===== src/rtl/dcache_pkg.sv =====
// Shared types and geometry for the direct-mapped write-back data cache.
package dcache_pkg;

  localparam int TAG_W   = 3;
  localparam int IDX_W   = 3;
  localparam int OFF_W   = 2;
  localparam int BLOCK_W = 32;

  typedef enum logic [1:0] {
    IDLE      = 2'd0,
    WRITEBACK = 2'd1,
    FETCH     = 2'd2,
    UPDATE    = 2'd3
  } state_t;

  // Pick one byte out of a block; byte 0 lives in the low bits.
  function automatic logic [7:0] byte_sel(input logic [BLOCK_W-1:0] blk,
                                          input logic [OFF_W-1:0]   off);
    return blk[{off, 3'b000} +: 8];
  endfunction

endpackage


===== src/rtl/dcache_fsm.sv =====
// Miss-handling controller: write back a dirty victim, fetch the block,
// then spend one cycle installing it before handing control back to IDLE.
module dcache_fsm
  import dcache_pkg::*;
(
  input  logic       CLK,
  input  logic       RESET,
  input  logic       hit,
  input  logic       dirty,
  input  logic       req,
  input  logic       MEM_BUSYWAIT,
  output logic [1:0] state,
  output logic       MEM_READ,
  output logic       MEM_WRITE,
  output logic       fill
);

  state_t state_reg;

  assign state = state_reg;

  // State register with registered memory strobes; requests are only
  // released on an edge where the memory reports it is no longer busy.
  always_ff @(posedge CLK or negedge RESET) begin
    if (!RESET) begin
      state_reg <= IDLE;
      MEM_READ  <= 1'b0;
      MEM_WRITE <= 1'b0;
      fill      <= 1'b0;
    end else begin
      case (state_reg)
        IDLE: begin
          fill <= 1'b0;
          if (req && !hit) begin
            if (dirty) begin
              state_reg <= WRITEBACK;
              MEM_WRITE <= 1'b1;
            end else begin
              state_reg <= FETCH;
              MEM_READ  <= 1'b1;
            end
          end
        end
        WRITEBACK: begin
          if (!MEM_BUSYWAIT) begin
            state_reg <= FETCH;
            MEM_WRITE <= 1'b0;
            MEM_READ  <= 1'b1;
          end
        end
        FETCH: begin
          if (!MEM_BUSYWAIT) begin
            state_reg <= UPDATE;
            MEM_READ  <= 1'b0;
            fill      <= 1'b1;
          end
        end
        UPDATE: begin
          state_reg <= IDLE;
          fill      <= 1'b0;
        end
        default: begin
          state_reg <= IDLE;
          MEM_READ  <= 1'b0;
          MEM_WRITE <= 1'b0;
          fill      <= 1'b0;
        end
      endcase
    end
  end

endmodule


===== src/rtl/dcache.sv =====
// Direct-mapped write-back data cache: byte-wide CPU port, block-wide memory
// port. Hits are serviced combinationally; misses stall the CPU via BUSYWAIT.
module dcache
  import dcache_pkg::*;
#(
  parameter int NLINES      = 8,
  parameter int BLOCK_BYTES = 4
) (
  input  logic                       CLK,
  input  logic                       RESET,
  input  logic                       READ,
  input  logic                       WRITE,
  input  logic [7:0]                 ADDRESS,
  input  logic [7:0]                 WRITEDATA,
  output logic [7:0]                 READDATA,
  output logic                       BUSYWAIT,
  output logic                       MEM_READ,
  output logic                       MEM_WRITE,
  output logic [TAG_W+IDX_W-1:0]     MEM_ADDRESS,
  output logic [BLOCK_BYTES*8-1:0]   MEM_WRITEDATA,
  input  logic [BLOCK_BYTES*8-1:0]   MEM_READDATA,
  input  logic                       MEM_BUSYWAIT
);

  logic [IDX_W-1:0]   idx;
  logic [TAG_W-1:0]   addr_tag;
  logic [OFF_W-1:0]   off;

  logic               valid_mem [NLINES];
  logic               dirty_mem [NLINES];
  logic [TAG_W-1:0]   tag_mem   [NLINES];
  logic [BLOCK_W-1:0] data_mem  [NLINES];

  logic [BLOCK_W-1:0] fill_buf;
  logic [7:0]         readdata_reg;
  logic [7:0]         sel_byte;
  logic [1:0]         fsm_state;
  state_t             state;
  logic               hit, req, idle, fill, line_dirty, rd_hit, wr_hit;

  assign idx      = ADDRESS[OFF_W +: IDX_W];
  assign addr_tag = ADDRESS[OFF_W+IDX_W +: TAG_W];
  assign off      = ADDRESS[OFF_W-1:0];

  assign state      = state_t'(fsm_state);
  assign idle       = (state == IDLE);
  assign req        = READ | WRITE;
  assign hit        = valid_mem[idx] && (tag_mem[idx] == addr_tag);
  assign line_dirty = valid_mem[idx] && dirty_mem[idx];
  assign rd_hit     = idle && READ && hit;
  assign wr_hit     = idle && WRITE && hit;
  assign sel_byte   = byte_sel(data_mem[idx], off);

  dcache_fsm u_fsm (
    .CLK          (CLK),
    .RESET        (RESET),
    .hit          (hit),
    .dirty        (line_dirty),
    .req          (req),
    .MEM_BUSYWAIT (MEM_BUSYWAIT),
    .state        (fsm_state),
    .MEM_READ     (MEM_READ),
    .MEM_WRITE    (MEM_WRITE),
    .fill         (fill)
  );

  // Per-line storage: a fill installs a clean block, a write hit merges one
  // byte and marks the line dirty. The two never coincide (fill is non-IDLE).
  generate
    for (genvar gi = 0; gi < NLINES; gi++) begin : g_line
      always_ff @(posedge CLK or negedge RESET) begin
        if (!RESET) begin
          valid_mem[gi] <= 1'b0;
          dirty_mem[gi] <= 1'b0;
          tag_mem[gi]   <= '0;
          data_mem[gi]  <= '0;
        end else if (fill && idx == IDX_W'(gi)) begin
          valid_mem[gi] <= 1'b1;
          dirty_mem[gi] <= 1'b0;
          tag_mem[gi]   <= addr_tag;
          data_mem[gi]  <= fill_buf;
        end else if (wr_hit && idx == IDX_W'(gi)) begin
          dirty_mem[gi]                    <= 1'b1;
          data_mem[gi][{off, 3'b000} +: 8] <= WRITEDATA;
        end
      end
    end
  endgenerate

  // Track the fetched block every FETCH cycle; the last sample is the one
  // taken as MEM_BUSYWAIT falls, which is when memory data is valid.
  always_ff @(posedge CLK or negedge RESET) begin
    if (!RESET)
      fill_buf <= '0;
    else if (state == FETCH)
      fill_buf <= MEM_READDATA;
  end

  // Remember the last byte handed to the CPU so READDATA holds when idle.
  always_ff @(posedge CLK or negedge RESET) begin
    if (!RESET)
      readdata_reg <= '0;
    else if (rd_hit)
      readdata_reg <= sel_byte;
  end

  assign READDATA = rd_hit ? sel_byte : readdata_reg;

  // Stall is gated by reset so every CPU-side output reads 0 while held.
  assign BUSYWAIT = RESET && ((req && !hit) || !idle);

  assign MEM_WRITEDATA = (state == WRITEBACK) ? data_mem[idx] : '0;

  // Victim address during writeback, requested address during fetch.
  always_comb begin
    MEM_ADDRESS = '0;
    case (state)
      WRITEBACK: MEM_ADDRESS = {tag_mem[idx], idx};
      FETCH:     MEM_ADDRESS = {addr_tag, idx};
      default:   MEM_ADDRESS = '0;
    endcase
  end

endmodule


===== config.mk =====
export PLATFORM = sky130hd
export DESIGN_NAME = dcache
export DESIGN_NICKNAME = d
export VERILOG_FILES = /design/src/rtl/dcache_pkg.sv /design/src/rtl/dcache_fsm.sv /design/src/rtl/dcache.sv
export SDC_FILE = /design/constraint.sdc
export NUM_CORES = 1
export LEC_CHECK = 0
export BUFFER_PORTS_ARGS = -buffer_cell sky130_fd_sc_hd__clkbuf_2
export CAP_MARGIN = 15
export CORE_ASPECT_RATIO = 1.5
export CORE_MARGIN = 5
export CORE_UTILIZATION = 27
export CTS_CLUSTER_DIAMETER = 40
export DETAILED_ROUTE_END_ITERATION = 8
export GPL_ROUTABILITY_DRIVEN = 0
export GPL_TIMING_DRIVEN = 1
export PLACE_DENSITY = 0.4
export SLEW_MARGIN = 20
export SYNTH_ARGS = -nofsm -noshare
export SYNTH_HDL_FRONTEND = slang
export SYNTH_SLANG_ARGS = --single-unit

===== constraint.sdc =====
create_clock -name CLK -period 2.13 [get_ports CLK]
set_clock_uncertainty 0.1 [all_clocks]
set_input_delay 0.213 -clock CLK [delete_from_list [all_inputs] [get_ports CLK]]
set_output_delay 0.213 -clock CLK [all_outputs]
set_load 0.01 [all_outputs]

==> Word-level counts from Yosys, hierarchy flattened <==
Cells that the tools add are included.
{ "totals": {"in_bits": 53, "elab_cells": 175, "reg_bits": 341, "output_inout_bits": 49} }
{ "op_classes": {"bitwise_logic": 2, "n_reduce_logical": 45, "shifts": 3, "addsub": 1, "mux": 69, "order_cmp": 1, "eq_ne": 16} }
{ "ops": {"columns": ["operator", "n"], "rows": [
  ["2-to-1 mux 32 bit", 19],
  ["bitwise mux 32 bit", 8],
  ["binary-select mux 32 bit (select 3 bit)", 1],
  ["variable shift 8 x 7 -> 32 bit, first input constant", 1],
  ["indexed part select 32 x 6 -> 8 bit", 1],
  ["indexed part select 8 x 7 -> 32 bit", 1],
  ["2-to-1 mux 1 bit", 26],
  ["logical AND 1 bit", 24],
  ["nonzero test 2 bit", 10],
  ["== test 3 bit, second input constant", 4],
  ["one-hot mux 6 bit (2 select lines)", 1],
  ["binary-select mux 3 bit (select 3 bit)", 1],
  ["2-to-1 mux 2 bit", 4],
  ["2-to-1 mux 8 bit", 1],
  ["one-hot mux 2 bit (4 select lines)", 1],
  ["negation 5 -> 7 bit", 1],
  ["binary-select mux 1 bit (select 3 bit)", 2],
  ["== test 3 x 2 -> 1 bit, second input constant", 2],
  ["2-to-1 mux 3 bit", 2],
  ["!= test 2 bit, second input constant", 3],
  ["AND reduction 5 bit", 1],
  ["== test 2 bit, second input constant", 2],
  [">= comparator 4 bit, second input constant", 1],
  ["!= test 2 x 1 -> 1 bit, second input constant", 2],
  ["other kinds (16)", 18]
]} }

==> Logic depth before layout (Yosys ltp) <==
Gate-level depths: netlist of the first run.
{ "logic_depth": {"ltp_word": 10, "mapped_depth": 11, "mapped_depth_nobuf": 7} }

==> Cells and area by module <==
Synthesis of the first run repeated with hierarchy kept, for this count alone.
{ "hier_totals": {"hier_cells": 1776, "area_unflattened_um2": 19100.8} }
{ "by_module_without_submodules": {"columns": ["module", "area_each_um2", "instances", "seq_area_each_um2", "cells_per_inst"], "rows": [
  ["dcache", 18800.5, 1, 8408.1, 1747],
  ["dcache_fsm", 300.3, 1, 125.1, 29]
]} }

==> Least setup slack after synthesis of the first run <==
No wires, ideal clock.
{ "synth_timing": {"path_kind": "input port to output port", "from": "input port ADDRESS[4]", "to": "output port READDATA[5]", "n_path_buf": 4, "t_required_ns": 1.817, "stages": 11, "slack_ns": -0.324, "arrival_time_ns": 2.141, "path_cell_list": "buf_6 > mux2_1 > o22ai_1 > nor3_1 > nor4b_2 > buf_6 > and3_1 > buf_2 > buf_4 > nor2_1 > a21oi_1"} }
{ "synth_via": {"elab_chain_len": 8, "elab_cells_between_ends": 15} }
{ "synth_lines": {"columns": ["item", "line", "rtl"], "rows": [
  ["start, declared", "dcache.sv:13", "input logic [7:0] ADDRESS,"],
  ["NOT 3 -> 4 bit (not written as such) *", "dcache.sv:48, dcache.sv:52", null],
  ["parallel branches: the longest is 6 deep, another holds binary-select mux 32 bit (select 3 bit)", null, null],
  ["2-to-1 mux 8 bit *", null, null],
  ["end, declared", "dcache.sv:15", "output logic [7:0] READDATA,"]
]} }
Mark *: on every way between the ends. The select of a mux whose other input is x is not followed.

==> Final worst setup path of the first run <==
{ "layout_timing": {"from": "register tag_mem[4] in the netlist's numbering", "to": "output port READDATA[6]"} }
{ "layout_via": {"elab_chain_len": 7} }
{ "layout_lines": {"columns": ["item", "line", "rtl"], "rows": [
  ["start, declared", "dcache.sv:31", "logic [TAG_W-1:0] tag_mem [NLINES];"],
  ["start signal, assigned by index", "dcache.sv:80", "tag_mem[gi] <= addr_tag;"],
  ["binary-select mux 3 bit (select 3 bit)", "dcache.sv:48", "assign hit = valid_mem[idx] && (tag_mem[idx] == addr_tag);"],
  ["2-to-1 mux 3 bit (not written as such) (2 in series)", "dcache.sv:48", null],
  ["== test 3 bit", "dcache.sv:48", null],
  ["logical AND 1 bit", "dcache.sv:48", null],
  ["logical AND 1 bit", "dcache.sv:50", "assign rd_hit = idle && READ && hit;"],
  ["2-to-1 mux 8 bit", null, null]
]} }
No other way between the ends. The select of a mux whose other input is x is not followed.

==> results of run 1 <==
## what timing repair did
| item | 4_1_cts | 5_1_grt |
|---|---|---|
| setup buffers | 31 | 30 |
| endpoints found under the setup margin | 323 | 323 |
| hold buffers | 38 | 0 |
| gates resized for setup | 80 | 131 |
| hold endpoints to repair | 393 | 0 |
| gates cloned | 6 | 0 |
| pin swaps | 121 | 181 |
## per-layer routing
| metal | routed length (µm) | up-vias | GRT usage [%] |
|---|---|---|---|
| li1 | - | 6808 | - |
| met1 | 30200 | 7300 | 24.1 |
| met2 | 34800 | 337 | 31.6 |
| met3 | 2940 | 86 | 2.98 |
| met4 | 1430 | 2 | 4.11 |
| met5 | 13 | - | 0 |
## synthesized netlist by cell type (6+ instances only)
| cell type | n | area share (%) |
|---|---|---|
| ha_1 | 8 | 0.53 |
| a21oi_1 | 275 | 7.3 |
| buf_6 | 7 | 0.42 |
| buf_4 | 6 | 0.24 |
| o21ai_0 | 11 | 0.29 |
| buf_1 | 39 | 0.77 |
| dfrtp_1 | 341 | 45 |
| nor3_1 | 7 | 0.19 |
| nand4_4 | 29 | 3.3 |
| nor2_1 | 291 | 5.8 |
| nand2b_1 | 9 | 0.30 |
| buf_2 | 17 | 0.45 |
| nand2_1 | 66 | 1.3 |
| and2_1 | 36 | 1.2 |
| clkbuf_1 | 98 | 1.9 |
| mux2i_1 | 294 | 16 |
| nor2b_1 | 40 | 1.3 |
| mux2_2 | 37 | 2.2 |
| mux4_2 | 74 | 8.8 |
## cells by family (layout without fill, tap and decap cells)
family	count (synthesis)	in the layout	synth area share, %
AND/OR/NAND/NOR	505	505	14.5
flip-flops	341	341	45.2
AO/OA/AOI/OAI	306	306	8.39
adder cells (fa/ha/maj)	8	8	0.530
buffers and inverters	177	542	4.28
other	0	3	0
multiplexers	410	410	27.1
## final timing paths
| kind | from | to | slack, ns | cells past startpoint |
|---|---|---|---|---|
| worst max register to register | tag_mem[4]$_DFFE_PN0P_ | data_mem[74]$_DFFE_PN0P_ | -0.65 | 14 |
| max in group asynchronous | RESET | data_mem[29]$_DFFE_PN0P_ | 1.22 | 3 |
| min in group asynchronous | RESET | data_mem[10]$_DFFE_PN0P_ | 0.17 | 3 |
| worst max-delay path | tag_mem[4]$_DFFE_PN0P_ | READDATA[6] | -0.98 | 10 |
| worst min register to register | valid_mem[3]$_DFFE_PN0P_ | valid_mem[3]$_DFFE_PN0P_ | 0.37 | 1 |
| worst min-delay path | ADDRESS[2] | tag_mem[11]$_DFFE_PN0P_ | 0.11 | 5 |
## power groups by stage
stage          combinational (W)  sequential (W)  clock [W]
2_1_floorplan            0.00771          0.0108          0
3_3_place_gp              0.0108          0.0122          0
3_5_place_dp              0.0110          0.0123          0
4_1_cts                   0.0121          0.0122     0.0103
5_1_grt                   0.0140          0.0127     0.0106
6_report                  0.0128          0.0122     0.0100
## through the flow
step / TNS (ns) / cells / cell area [µm²] / util [%] / power [W]
2_1_floorplan: -39.83 / 1747 / 19100 / - / 0.0185
3_3_place_gp: -150.02 / 2815 / 22600 / 32.7 / 0.0230
3_5_place_dp: -155.02 / 2815 / 22600 / 32.7 / 0.0233
4_1_cts: -143.36 / 2992 / 25900 / 37.4 / 0.0347
5_1_grt: -193.67 / 3014 / 26500 / 38.2 / 0.0372
6_report: -168.79 / 3015 / 26500 / 38.2 / 0.0351
## cell type report
cell class	count	area share (%)
multi-input cells	1229	38.9
flip-flops and latches	341	32.2
repair buffers	423	16.6
clock buffers	70	6.08
well taps	900	4.25
clock inverters	42	1.86
inverters	7	0.0992
diodes	3	0.0284
## worst min-delay path: cells and delay by family
kind                   cells  cell delay, ns
and+or+nand+nor            3            0.24
buffers and inverters      2            0.32
==> out/results.txt, run 1 <==
yosys warns -> 0
highest-delay cell along the critical path -> dfrtp_1
Psw -> 0.0120 W
Mapped Cells -> 1747
Sw Ratio -> 34.2%
RSZ-0062 raised after global routing -> true
clk buf depth -> 3
crit start category -> register
Starting Density -> 27.3%
Critical Path Fanout Max -> 7
FF+latch area -> 0.00853 mm²
clock latency on the worst-skew pair -> 0.63 ns
Tot GR Track Use -> 18.3%
biggest regs -> data_mem x256, fill_buf x32, tag_mem x24
kind of critical path -> register to output port
vias in the first global route -> 15187
area of the multi-input gates -> 0.0103 mm²
Max Fclk -> 321 MHz
CTS H-tree lvls -> 2
WL per Instance -> 23.0 µm
largest net degree at the start of global routing -> 80
Die Span Y -> 334 µm
Clock Sinks -> 341
worst path cell trace -> mux2_4 > o22ai_4 > nor3_4 > nor4b_4 > buf_6 > and3_4 > buf_12 > nor2_4 > a21oi_4 > buf_6
pre-CTS setup slack -> -0.660 ns
Crit. End Element -> output port
via count -> 14533
Reg power frac -> 34.8%
total I/O pin count -> 102
area delta synth->final -> 40.1%
first-pass GRT wire length -> 104000 µm
Critical Path RT -> 1.82 ns
max FFs per register -> 256
outcome -> finished, violations left
crit share post-route -> 146%
dpl hpwl -> 46800 µm
maximum vdd drop -> 0.684 mV
max-capacitance violation count -> 0
Slew headroom -> 62.6%
Synth cell types -> 50
synthesized area -> 0.0189 mm²
Most flops, register -> data_mem
Internal -> 0.0231 W
Synth Flop Type -> dfrtp_1
pwr/cell area -> 1330 mW/mm²
delay-heaviest family, CP -> simple AND/OR/NAND/NOR gates
clk root buf -> clkbuf_16
commonest non-fill, non-tap cell in the layout -> dfrtp_1
Nets -> 2123
IO Port Bufs -> 101
Core Footprint -> 0.0692 mm²
fill count -> 6696
site row count -> 118
Setup WS post-layout -> -0.983 ns
Iteration-0 DRC Markers -> 837
final setup violating endpoints -> 323
CP max stage delay -> 0.39 ns
commonest non-fill, non-tap cells in the layout -> 341 x dfrtp_1, 284 x nor2_1, 263 x mux2i_1
Syn Nets -> 1808
Total Wirelength -> 69500 µm
clock network fraction of total power -> 28.6%
Post-synth EDFFs -> 0
crit path time final -> 3.11 ns
Leakage -> 13.0 nW
fraction of layout cells with a size suffix above 1 -> 35.2%
drc violations -> 0
WHS -> 0.107 ns
clk slew on worst S/H paths -> 0.05 ns
Min-Delay Path Class -> primary input to register
Critical Path AT -> 2.80 ns
most used cell, CP -> buf_6
Worst Tran Pin Value -> 0.561 ns
initial antenna violation count -> 4
average cell area after synthesis -> 10.8 µm²
CTS buffer count -> 60
Vias/cell -> 4.82
Hold Violations, Final -> 0
asr flop ratio synth -> 100%
Final Max Slew Viols -> 0
failing checks -> negative setup slack
Comb power frac -> 36.6%
Die ar. -> 0.0755 mm²
flops & latches, synth -> 341
Seq/Total Area, Yosys -> 45.2%
worst path bufs/invs -> 3
post-route antenna net violation count -> 0
die width -> 226 µm
drt pass-1 iters -> 5
CTS tree -> yes
Overflow after GRT -> 0
Note: power is estimated with default switching activity, not from simulation.
==> inputs of run 2 (changes only) <==
Settings changed: CORE_MARGIN 5 to not set.
==> run 2 against run 1 <==
The run still ends with negative setup slack left. Critical path depth is 2 higher. Sequential share of layout area rose by 0.61 points. Wire length is 1.3% lower. Non-clock buffer count shrank 9. First-iteration DRC count increased by 2.9%. Critical endpoint is now BUSYWAIT. Critical path type unchanged. Final area is 1.9% lower. Die area down 5.8%.
==> out/results.txt, run 2 (synthesis gave the netlist of run 1 again) <==
clk root buf -> clkbuf_16
dpl hpwl -> 46400 µm
Clock Sinks -> 341
Vias/cell -> 4.85
Tot GR Track Use -> 19.5%
biggest regs -> data_mem x256, fill_buf x32, tag_mem x24
max FFs per register -> 256
WL per Instance -> 23.0 µm
Worst setup startpoint -> tag_mem[16]$_DFFE_PN0P_
commonest non-fill, non-tap cells in the layout -> 341 x dfrtp_1, 281 x nor2_1, 268 x mux2i_1
maximum vdd drop -> 0.692 mV
drc violations -> 0
Final Max Slew Viols -> 0
worst reg-to-reg path cell count -> 16
pwr/cell area -> 1290 mW/mm²
post-route antenna net violation count -> 0
initial antenna violation count -> 4
Iteration-0 DRC Markers -> 861
Critical Path RT -> 1.82 ns
die width -> 218 µm
failing checks -> negative setup slack
max-capacitance violation count -> 0
Sw Ratio -> 34.4%
dpl cells -> 2815
CTS H-tree lvls -> 2
crit share post-route -> 141%
overall power -> 0.0335 W
Internal -> 0.0220 W
Nets -> 2107
IO Port Bufs -> 101
clock latency on the worst-skew pair -> 0.62 ns
via count -> 14480
Setup WS post-layout -> -0.880 ns
vias in the first global route -> 15024
Min-Delay Path Class -> primary input to register
Crit. End Element -> output port
crit start category -> register
Slew headroom -> 35.0%
crit path time final -> 3.01 ns
Die ar. -> 0.0711 mm²
kind of critical path -> register to output port
reg-to-reg critical path startpoint -> tag_mem[16]$_DFFE_PN0P_
total I/O pin count -> 102
Starting Density -> 27.4%
Critical Path AT -> 2.70 ns
Layout Cells excl Fill -> 2988
Leakage -> 12.8 nW
CTS buffer count -> 52
Comb power frac -> 37.8%
site row count -> 118
largest net degree at the start of global routing -> 97
Die Span Y -> 326 µm
clk slew on worst S/H paths -> 0.06 ns
Total Wirelength -> 68600 µm
clock network fraction of total power -> 25.8%
fraction of layout cells with a size suffix above 1 -> 34.6%
Max Fclk -> 332 MHz
area delta synth->final -> 37.5%
RR Endpoint -> data_mem[87]$_DFFE_PN0P_
Critical Path Fanout Max -> 3
drt pass-1 iters -> 5
Core Footprint -> 0.0691 mm²
CTS tree -> yes
Hold Violations, Final -> 0
Reg power frac -> 36.4%
Psw -> 0.0115 W
Most flops, register -> data_mem
slack of the worst reg-to-reg path -> -0.84 ns
first-pass GRT wire length -> 102000 µm
outcome -> finished, violations left
commonest non-fill, non-tap cell in the layout -> dfrtp_1
CP Capture Point -> BUSYWAIT
RSZ-0062 raised after global routing -> true
Overflow after GRT -> 0
final setup violating endpoints -> 321
Worst Tran Pin Value -> 0.973 ns
clk buf depth -> 3
## run 2: worst min path at each step
stage	startpoint	end	depth (start not counted)	slack (ns)
floorplan	RESET	data_mem[0]$_DFFE_PN0P_	0	-0.18
global placement	RESET	fill_buf[6]$_DFFE_PN0P_	1	0.02
detailed placement	RESET	fill_buf[6]$_DFFE_PN0P_	1	0.02
CTS	READ	u_fsm.MEM_WRITE$_DFFE_PN0P_	4	0.01
global route	READ	u_fsm.MEM_READ$_DFFE_PN0P_	5	0.1
finish	READ	u_fsm.MEM_READ$_DFFE_PN0P_	4	0.1
## run 2: through the flow
step                      setup WS (ns)  setup TNS, ns  hold WS (ns)  util, %  area (µm²)
after floorplan                  -0.181         -39.83        -0.183        -       19100
after global placement           -0.621        -154.01        0.0218     32.9       22700
after detailed placement         -0.614        -154.53        0.0183     32.9       22700
after CTS                         -1.02        -124.98        0.0104     36.4       25100
after global routing             -0.998        -249.65        0.0955     37.6       26000
final                            -0.880        -216.66        0.0991     37.6       26000
## run 2: worst max-delay path, cell delays in order, from the launching register on
cell     delay, ns
dfrtp_1       0.38
mux2_4        0.29
o22ai_4       0.22
o21a_1        0.21
nor4b_4       0.05
buf_4         0.15
buf_4         0.13
buf_6         0.10
buf_6         0.10
buf_12        0.12
nand2_4       0.06
and3_4        0.19
buf_6         0.10
## run 2: power by group through the flow
stage          combinational, W  clock (W)  sequential, W
4_1_cts                  0.0115    0.00887         0.0122
5_1_grt                  0.0137    0.00909         0.0127
3_5_place_dp             0.0111          0         0.0123
6_report                 0.0127    0.00864         0.0122
2_1_floorplan           0.00771          0         0.0108
3_3_place_gp             0.0109          0         0.0122
## run 2: metal layers
metal / vias to the layer above / global-route usage [%] / share of wire [%]
li1: 6764 / - / -
met5: - / 0 / 0
met4: 0 / 5.59 / 2.5
met2: 361 / 33.3 / 50
met1: 7266 / 25.2 / 43
met3: 89 / 3.11 / 4.1
## run 2: area by class of cell
type	instances	area [µm²]
antenna	3	7.51
timing repair buffer	414	4200
sequential	341	8530
tap	900	1130
clock inverter	24	240
fill	6802	43100
multi-input combinational	1230	10300
clock buffer	69	1510
inverter	7	26.3
## run 2: repair_timing
item | in CTS | in global routing
setup endpoints to repair | 323 | 323
hold endpoints to repair | 394 | 0
cloned | 1 | 3
hold buffers | 38 | 0
resized for setup | 36 | 165
pin swaps | 39 | 226
setup buffers | 6 | 45
